## config.mk

```make
export PLATFORM = sky130hd
export DESIGN_NAME = inv_rotate_permute_func
export DESIGN_NICKNAME = d
export VERILOG_FILES = /design/src/rtl/inv_rotate_permute_func.sv
export SDC_FILE = /design/constraint.sdc
export NUM_CORES = 2
export LEC_CHECK = 0
export BUFFER_PORTS_ARGS = -buffer_cell sky130_fd_sc_hd__buf_2
export CORE_AREA = 3 3 345 347
export CTS_CLUSTER_DIAMETER = 40
export DETAILED_ROUTE_END_ITERATION = 8
export DIE_AREA = 0 0 348 350
export HOLD_SLACK_MARGIN = 0.03
export MAX_ROUTING_LAYER = met4
export PLACE_DENSITY_LB_ADDON = 0.3
export SYNTH_ARGS = -nofsm -noshare
export SYNTH_HDL_FRONTEND = slang
export SYNTH_SLANG_ARGS = --single-unit
export TNS_END_PERCENT = 20
```

## constraint.sdc

```tcl
create_clock -name clk -period 6.36 [get_ports clk]
set_clock_uncertainty 0.05 [all_clocks]
set_input_delay 1.272 -clock clk [delete_from_list [all_inputs] [get_ports clk]]
set_output_delay 1.272 -clock clk [all_outputs]
set_load 0.02 [all_outputs]
```

## src/rtl/inv_rotate_permute_func.sv

```systemverilog
// Inverse rho/pi step: loads 64 state lines, then writes back
// out[x][y][z] = in[y][(2x+3y) mod 5][(z + r[x][y]) mod 64].
module inv_rotate_permute_func #(
    parameter int unsigned LINES = 64,
    parameter int unsigned WIDTH = 25
) (
    input  logic                       clk,
    input  logic                       rst,
    input  logic                       start,
    input  logic [WIDTH-1:0]           line_in,
    output logic [$clog2(LINES)-1:0]   cnt_value,
    output logic                       write_enable,
    output logic [$clog2(LINES)-1:0]   wr_addr,
    output logic [WIDTH-1:0]           write_value,
    output logic                       donee
);

    localparam int unsigned ADDR_W = $clog2(LINES);
    localparam logic [ADDR_W-1:0] LAST = ADDR_W'(LINES - 1);

    // Keccak rho offsets indexed by bit 5*y + x
    localparam logic [ADDR_W-1:0] ROT [WIDTH] = '{
        ADDR_W'(0),  ADDR_W'(1),  ADDR_W'(62), ADDR_W'(28), ADDR_W'(27),
        ADDR_W'(36), ADDR_W'(44), ADDR_W'(6),  ADDR_W'(55), ADDR_W'(20),
        ADDR_W'(3),  ADDR_W'(10), ADDR_W'(43), ADDR_W'(25), ADDR_W'(39),
        ADDR_W'(41), ADDR_W'(45), ADDR_W'(15), ADDR_W'(21), ADDR_W'(8),
        ADDR_W'(18), ADDR_W'(2),  ADDR_W'(61), ADDR_W'(56), ADDR_W'(14)
    };

    typedef enum logic [1:0] {
        IDLE = 2'd0,
        LOAD = 2'd1,
        EMIT = 2'd2,
        DONE = 2'd3
    } state_t;

    state_t             state_q, state_d;
    logic [ADDR_W-1:0]  cnt_q, cnt_d;
    logic [WIDTH-1:0]   line_buf_q [LINES];
    logic [WIDTH-1:0]   line_buf_d [LINES];
    logic [WIDTH-1:0]   emit_value;

    // Each output bit is a fixed source bit column of a rotated source line
    for (genvar g = 0; g < int'(WIDTH); g++) begin : g_bit
        localparam int unsigned GX  = g % 5;
        localparam int unsigned GY  = g / 5;
        localparam int unsigned SRC = 5 * ((2 * GX + 3 * GY) % 5) + GY;
        logic [ADDR_W-1:0] src_line;
        assign src_line      = cnt_q + ROT[g];
        assign emit_value[g] = line_buf_q[src_line][SRC];
    end

    always_ff @(posedge clk or negedge rst) begin
        if (!rst) begin
            state_q    <= IDLE;
            cnt_q      <= '0;
            line_buf_q <= '{default: '0};
        end else begin
            state_q    <= state_d;
            cnt_q      <= cnt_d;
            line_buf_q <= line_buf_d;
        end
    end

    always_comb begin
        state_d      = state_q;
        cnt_d        = cnt_q;
        line_buf_d   = line_buf_q;
        cnt_value    = '0;
        write_enable = 1'b0;
        wr_addr      = '0;
        write_value  = '0;
        donee        = 1'b0;
        unique case (state_q)
            IDLE: begin
                if (start) begin
                    state_d = LOAD;
                    cnt_d   = '0;
                end
            end
            LOAD: begin
                cnt_value         = cnt_q;
                line_buf_d[cnt_q] = line_in;
                cnt_d             = cnt_q + ADDR_W'(1);
                if (cnt_q == LAST) state_d = EMIT;
            end
            EMIT: begin
                write_enable = 1'b1;
                wr_addr      = cnt_q;
                write_value  = emit_value;
                cnt_d        = cnt_q + ADDR_W'(1);
                if (cnt_q == LAST) state_d = DONE;
            end
            DONE: begin
                donee   = 1'b1;
                state_d = IDLE;
            end
            default: state_d = IDLE;
        endcase
    end

endmodule

```

Word-level counts from Yosys, hierarchy flattened
Index checks and enable logic that the tools add are counted.
- register bits: 1608
- output and inout port bits: 39
- bits of input ports: 28
- $lt $le $gt $ge: 26
- add/subtract/negate cells: 24
- reduce and logical (&&, ||, !) cells: 6
- multiplexer cells: 89
- bitwise logic cells: 25
- equal/unequal tests: 7
- operators with widths (kind ; number):
    25-bit binary-select mux with 6-bit select ; 25
    1600-bit bitwise mux ; 1
    7-bit greater-or-equal comparator (second input constant) ; 25
    6-bit inverter with 7-bit output ; 25
    25-bit demux with 6-bit select ; 1
    25-bit 2-to-1 mux ; 4
    6-bit adder (second input constant) ; 10
    24-bit 2-to-1 mux ; 2
    23-bit 2-to-1 mux ; 2
    22-bit 2-to-1 mux ; 2
    21-bit 2-to-1 mux ; 2
    20-bit 2-to-1 mux ; 2
    19-bit 2-to-1 mux ; 2
    6-bit by 5-bit adder with 6-bit output (second input constant) ; 6
    18-bit 2-to-1 mux ; 2
    17-bit 2-to-1 mux ; 2
    16-bit 2-to-1 mux ; 2
    15-bit 2-to-1 mux ; 2
    6-bit 2-to-1 mux ; 5
    14-bit 2-to-1 mux ; 2
    13-bit 2-to-1 mux ; 2
    6-bit by 4-bit adder with 6-bit output (second input constant) ; 4
    12-bit 2-to-1 mux ; 2
    11-bit 2-to-1 mux ; 2
    25 further kinds ; 43

Depth between registers and ports, before layout
- depth after elaboration: 6
- gate-level depth with buffers: 16
- depth with buffers taken out: 9

Worst setup path before layout
Ideal clock, no wire load.
- kind: register to output
- start point: reg cnt_q[1]
- end point: out write_value[8]
- slack: 0.920 ns
- arrival: 4.118 ns
- stages on the path, launching flop included: 16
- path buffers: 8
- cells stage by stage: dfrtp_1 > buf_2 > buf_2 > buf_1 > inv_2 > buf_1 > ha_1 > buf_2 > buf_2 > buf_1 > clkbuf_1 > mux4_2 > mux2i_1 > nand3_1 > o21ai_0 > o41ai_1
- cells in the longest elaborated chain, start to end: 6
- RTL lines (item ; RTL line ; RTL):
    from (decl) ; 38 ; logic [ADDR_W-1:0] cnt_q, cnt_d;
    from (signal assigned) ; 60 ; cnt_q <= cnt_d;
    6-bit adder ; 49 ; assign src_line = cnt_q + ROT[g];
    6-bit inverter with 7-bit output (not written as such) ; 50 ; assign emit_value[g] = line_buf_q[src_line][SRC];
    25-bit binary-select mux with 6-bit select ; 50 ;
    22-bit 2-to-1 mux (not written as such) (2 in a row) ; 50 ;
    25-bit 2-to-1 mux ; 74 ; unique case (state_q)
    to (decl) ; 14 ; output logic [WIDTH-1:0] write_value,
No other way between the ends. The select of a mux whose other input is x is not followed.

Final worst setup path
- start point: reg cnt_q[1]
- end point: out write_value[22]
- cells in the longest elaborated chain, start to end: 6
- RTL lines (item ; RTL line):
    6-bit adder ; 49
    6-bit inverter with 7-bit output (not written as such) ; 50
    25-bit binary-select mux with 6-bit select ; 50
    10-bit 2-to-1 mux (not written as such) (2 in a row) ; 50
    25-bit 2-to-1 mux ; 74
No other way between the ends. The select of a mux whose other input is x is not followed.

==> summary.txt <==
Logic synthesis
  – Yosys top cell by area: dfrtp_1
  – Flops & latches, synth: 1608
  – Synth Net Count: 4720
  – Synth Area per Inst: between 15 and 20 sq um
  – Share of the yosys chip area belonging to registers: 54.20%
  – Async SR Flop Fraction: 100.0%
  – Yosys warning total: 0
  – Post-synth top area share: 54.20%
  – Synth area leaders: dfrtp_1 54%, mux2_2 24%, mux4_2 14%
  – Number of synthesized flops with an enable pin: 0
  – Synth unique cells: 58
  – Synth top cells by count: 1608 x dfrtp_1, 1608 x mux2_2, 451 x mux4_2
  – Syn Std Cell Area: around 74000 sq um
  – Cells after Synth: 4668
  – Top_reg_cell synth: dfrtp_1

Setup path
  – CP peak stage delay: 700 ps
  – CP required: between 5000 and 6000 ps
  – Setup CP Type: reg -> out
  – Reg2reg setup slack: 1520 ps
  – CP Launch Type: flop
  – CP startpoint: cnt_q[1]
  – RR Startpoint: cnt_q[0]
  – Crit Path Max Fanout: 21
  – Worst reg2reg path endpoint: line_buf_q[1301]
  – Critical Path Sink: write_value[22]
  – Number of buffers and inverters on the critical path: 4
  – WP depth: 11
  – CP Data Arrival Time: 4840 ps
  – Top cell by count, worst path: buf_4
  – Depth of the most critical reg-to-reg path: 6
  – CP top delay family: buffers and inverters
  – Crit-path slowest cell: o31ai_1
  – Critical Path, Cell by Cell: buf_4, ha_1, a21oi_1, xnor2_4, buf_4, nor3_1, nor4_1, a21oi_1, o31ai_1, buf_4, buf_2
  – CP endpoint kind: primary output

Clock tree
  – Worst-skew pair later-pin latency: 810 ps
  – Num CTS Buffers: 189
  – Clk slew on worst S/H paths: 50 ps
  – Clock sink total: 1608
  – CTS root buffer: clkbuf_16
  – Deepest clock path buffer count: 3
  – H-tree levels: 4
  – CTS tree: done

Final layout
  – Final core occ: 71.39%
  – Final nets: about 4700
  – Share of layout cells above drive strength 1: between 50% and 60%
  – Area grow syn2layout: 11.73%

Placement
  – Port Buf Inserts: 66
  – Routability cong.: 0.9056
  – DP HPWL: 132900 um

Routing
  – WL per Instance: 34.89 um
  – Iter 0 DRT Violations: around 5000
  – TritonRoute pass-1 iters: 5
  – Drt drc: 0
  – Post-DR vias/cell: 7.029
  – Routed WL: 221100 um
  – Post-DRT Antenna Nets: 0
  – Via count: approximately 45000

Power and ir drop
  – Pwr dens: approximately 280 nW/um^2
  – Pleak: 0.03498 uW
  – Final Power: between 20000 and 25000 uW
  – Peak supply drop: approximately 360 uV

Global routing
  – Largest net degree at the start of global routing: 185
  – Grt total ovfl: 0
  – GRT Total Usage: roughly two fifths
  – Initial antenna violation count: 13
  – Number of global-route vias before repair: approximately 46000
  – Global-route wire length before repair: 323900 um

Floorplan
  – Die Span Y: 350 um
  – Io pins: 67
  – Total core area: 116200 sq um
  – Chip width: 348 um
  – Starting Density: around 64%
  – Die area: about 120000 sq um
  – Site row count: 125

STA
  – Worst slew pin tran: about 1500 ps
  – Peak Freq: between 150 and 200 MHz
  – Min cycle time layout: 6165 ps
  – Total negative slack: 0 ps
  – Period utilisation layout: 96.93%
  – Setup violators final: 0
  – Final max-slew violation count: 0
  – Hold Fails Final Rpt: 0
  – RSZ-0062 raised after global routing: no
  – Worst slew margin: less than 1%

Worst hold path
  – Worst Hold Class: in -> async

Run
  – Total of max-cap violations: 1

Run status
  – Status: complete, but fails checks
  – Failing checks: capacitance limit
## worst register-to-register path: cells and delay by family (launching register included)
family | cells | cell delay, ps
DFF | 1 | 620
muxes | 1 | 380
buffers and inverters | 2 | 1130
and+or+nand+nor | 3 | 2530
## cell usage in the layout, fill, tap and decap left out, types with 7 or more instances in the layout
cell type,count
mux2_2,1608
dfrtp_1,1604
mux4_2,451
clkbuf_16,193
buf_4,137
nand2_1,105
mux2i_1,65
buf_2,65
nor2_4,64
nand3_1,42
a21oi_1,29
clkinv_2,28
xnor2_1,27
clkbuf_1,26
clkinvlp_4,25
clkbuf_8,23
ha_1,22
and2_1,20
buf_12,20
nor2_1,19
bufinv_16,19
a211oi_1,18
inv_6,15
o21ai_0,14
clkinv_4,12
nor2b_1,11
diode_2,9
inv_1,8
a2111oi_0,8
nand2b_1,8
clkinv_8,8
o22ai_1,7
a31oi_1,7
xor2_1,7
a311oi_1,7
## repair_timing
| item | in CTS | in global routing |
|---|---|---|
| hold buffers | 0 | 0 |
| buffers inserted | 0 | 3 |
| endpoints found under the setup margin | 0 | 1 |
| gates resized for setup | 0 | 1 |
## per-layer routing
metal / vias up / global-route usage (%) / share of wire (%) / wire length (um)
met5: - / - / 0 / 0
met4: 0 / 18.50 / 5.6 / 12320
met3: 725 / 10.43 / 10 / 22650
met2: 2387 / 55.19 / 45 / 100300
met1: 24134 / 50.85 / 39 / 85840
li1: 17305 / - / - / -
## how the worst min path moves through the flow
| stage | startpoint | to | slack (ps) | cells after the start |
|---|---|---|---|---|
| 6_report | rst | line_buf_q[1102] | 440 | 1 |
| 3_3_place_gp | line_buf_q[610] | line_buf_q[610] | 430 | 1 |
| 4_1_cts | line_buf_q[1552] | line_buf_q[1552] | 450 | 1 |
| 5_1_grt | line_buf_q[819] | line_buf_q[819] | 460 | 1 |
| 2_1_floorplan | line_buf_q[108] | line_buf_q[108] | 430 | 1 |
| 3_5_place_dp | line_buf_q[499] | line_buf_q[499] | 440 | 1 |
## registers in the layout, indices dropped and copies added (netlist names)
signal      cells
state_q         2
line_buf_q   1600
cnt_q           6
## where the power goes
part / internal (uW) / switching [uW] / leakage (uW)
Clock: 6660 / 4540 / 0.00314
Combinational: 498 / 512 / 0.0122
Sequential: 10600 / 207 / 0.0196
Total: 17800 / 5260 / 0.0350
## layout make-up
type | instances | area (sq um)
diodes | 9 | 22.52
fillers | 7271 | 33250
repair buffers | 222 | 1754
inverters | 14 | 52.55
flip-flops and latches | 1608 | 40250
clock inverters | 109 | 1296
clock buffers | 242 | 5244
well taps | 1524 | 1907
multi-input cells | 2610 | 32430
## per-stage QoR
stage / setup slack [ps] / hold slack, ps / area (sq um) / std cells
6_report: 195.0 / 439.6 / 82950 / 6338
3_5_place_dp: 903.5 / 440.1 / 76350 / 5975
4_1_cts: 25.18 / 452.5 / 82890 / 6326
2_1_floorplan: 920.4 / 425.1 / 74250 / 4668
3_3_place_gp: 906.3 / 432.9 / 76350 / 5975
5_1_grt: 44.01 / 458.6 / 82950 / 6337
## cell families after synthesis
| kind of cell | synth area share, % |
|---|---|
| xor+xnor | 0.6252 |
| simple gates | 1.839 |
| mux | 38.95 |
| flops | 54.20 |
| buf+inv | 2.821 |
| fa+ha+maj | 0.4045 |
| compound gates | 1.168 |
Note: power is estimated with default switching activity, not from simulation.
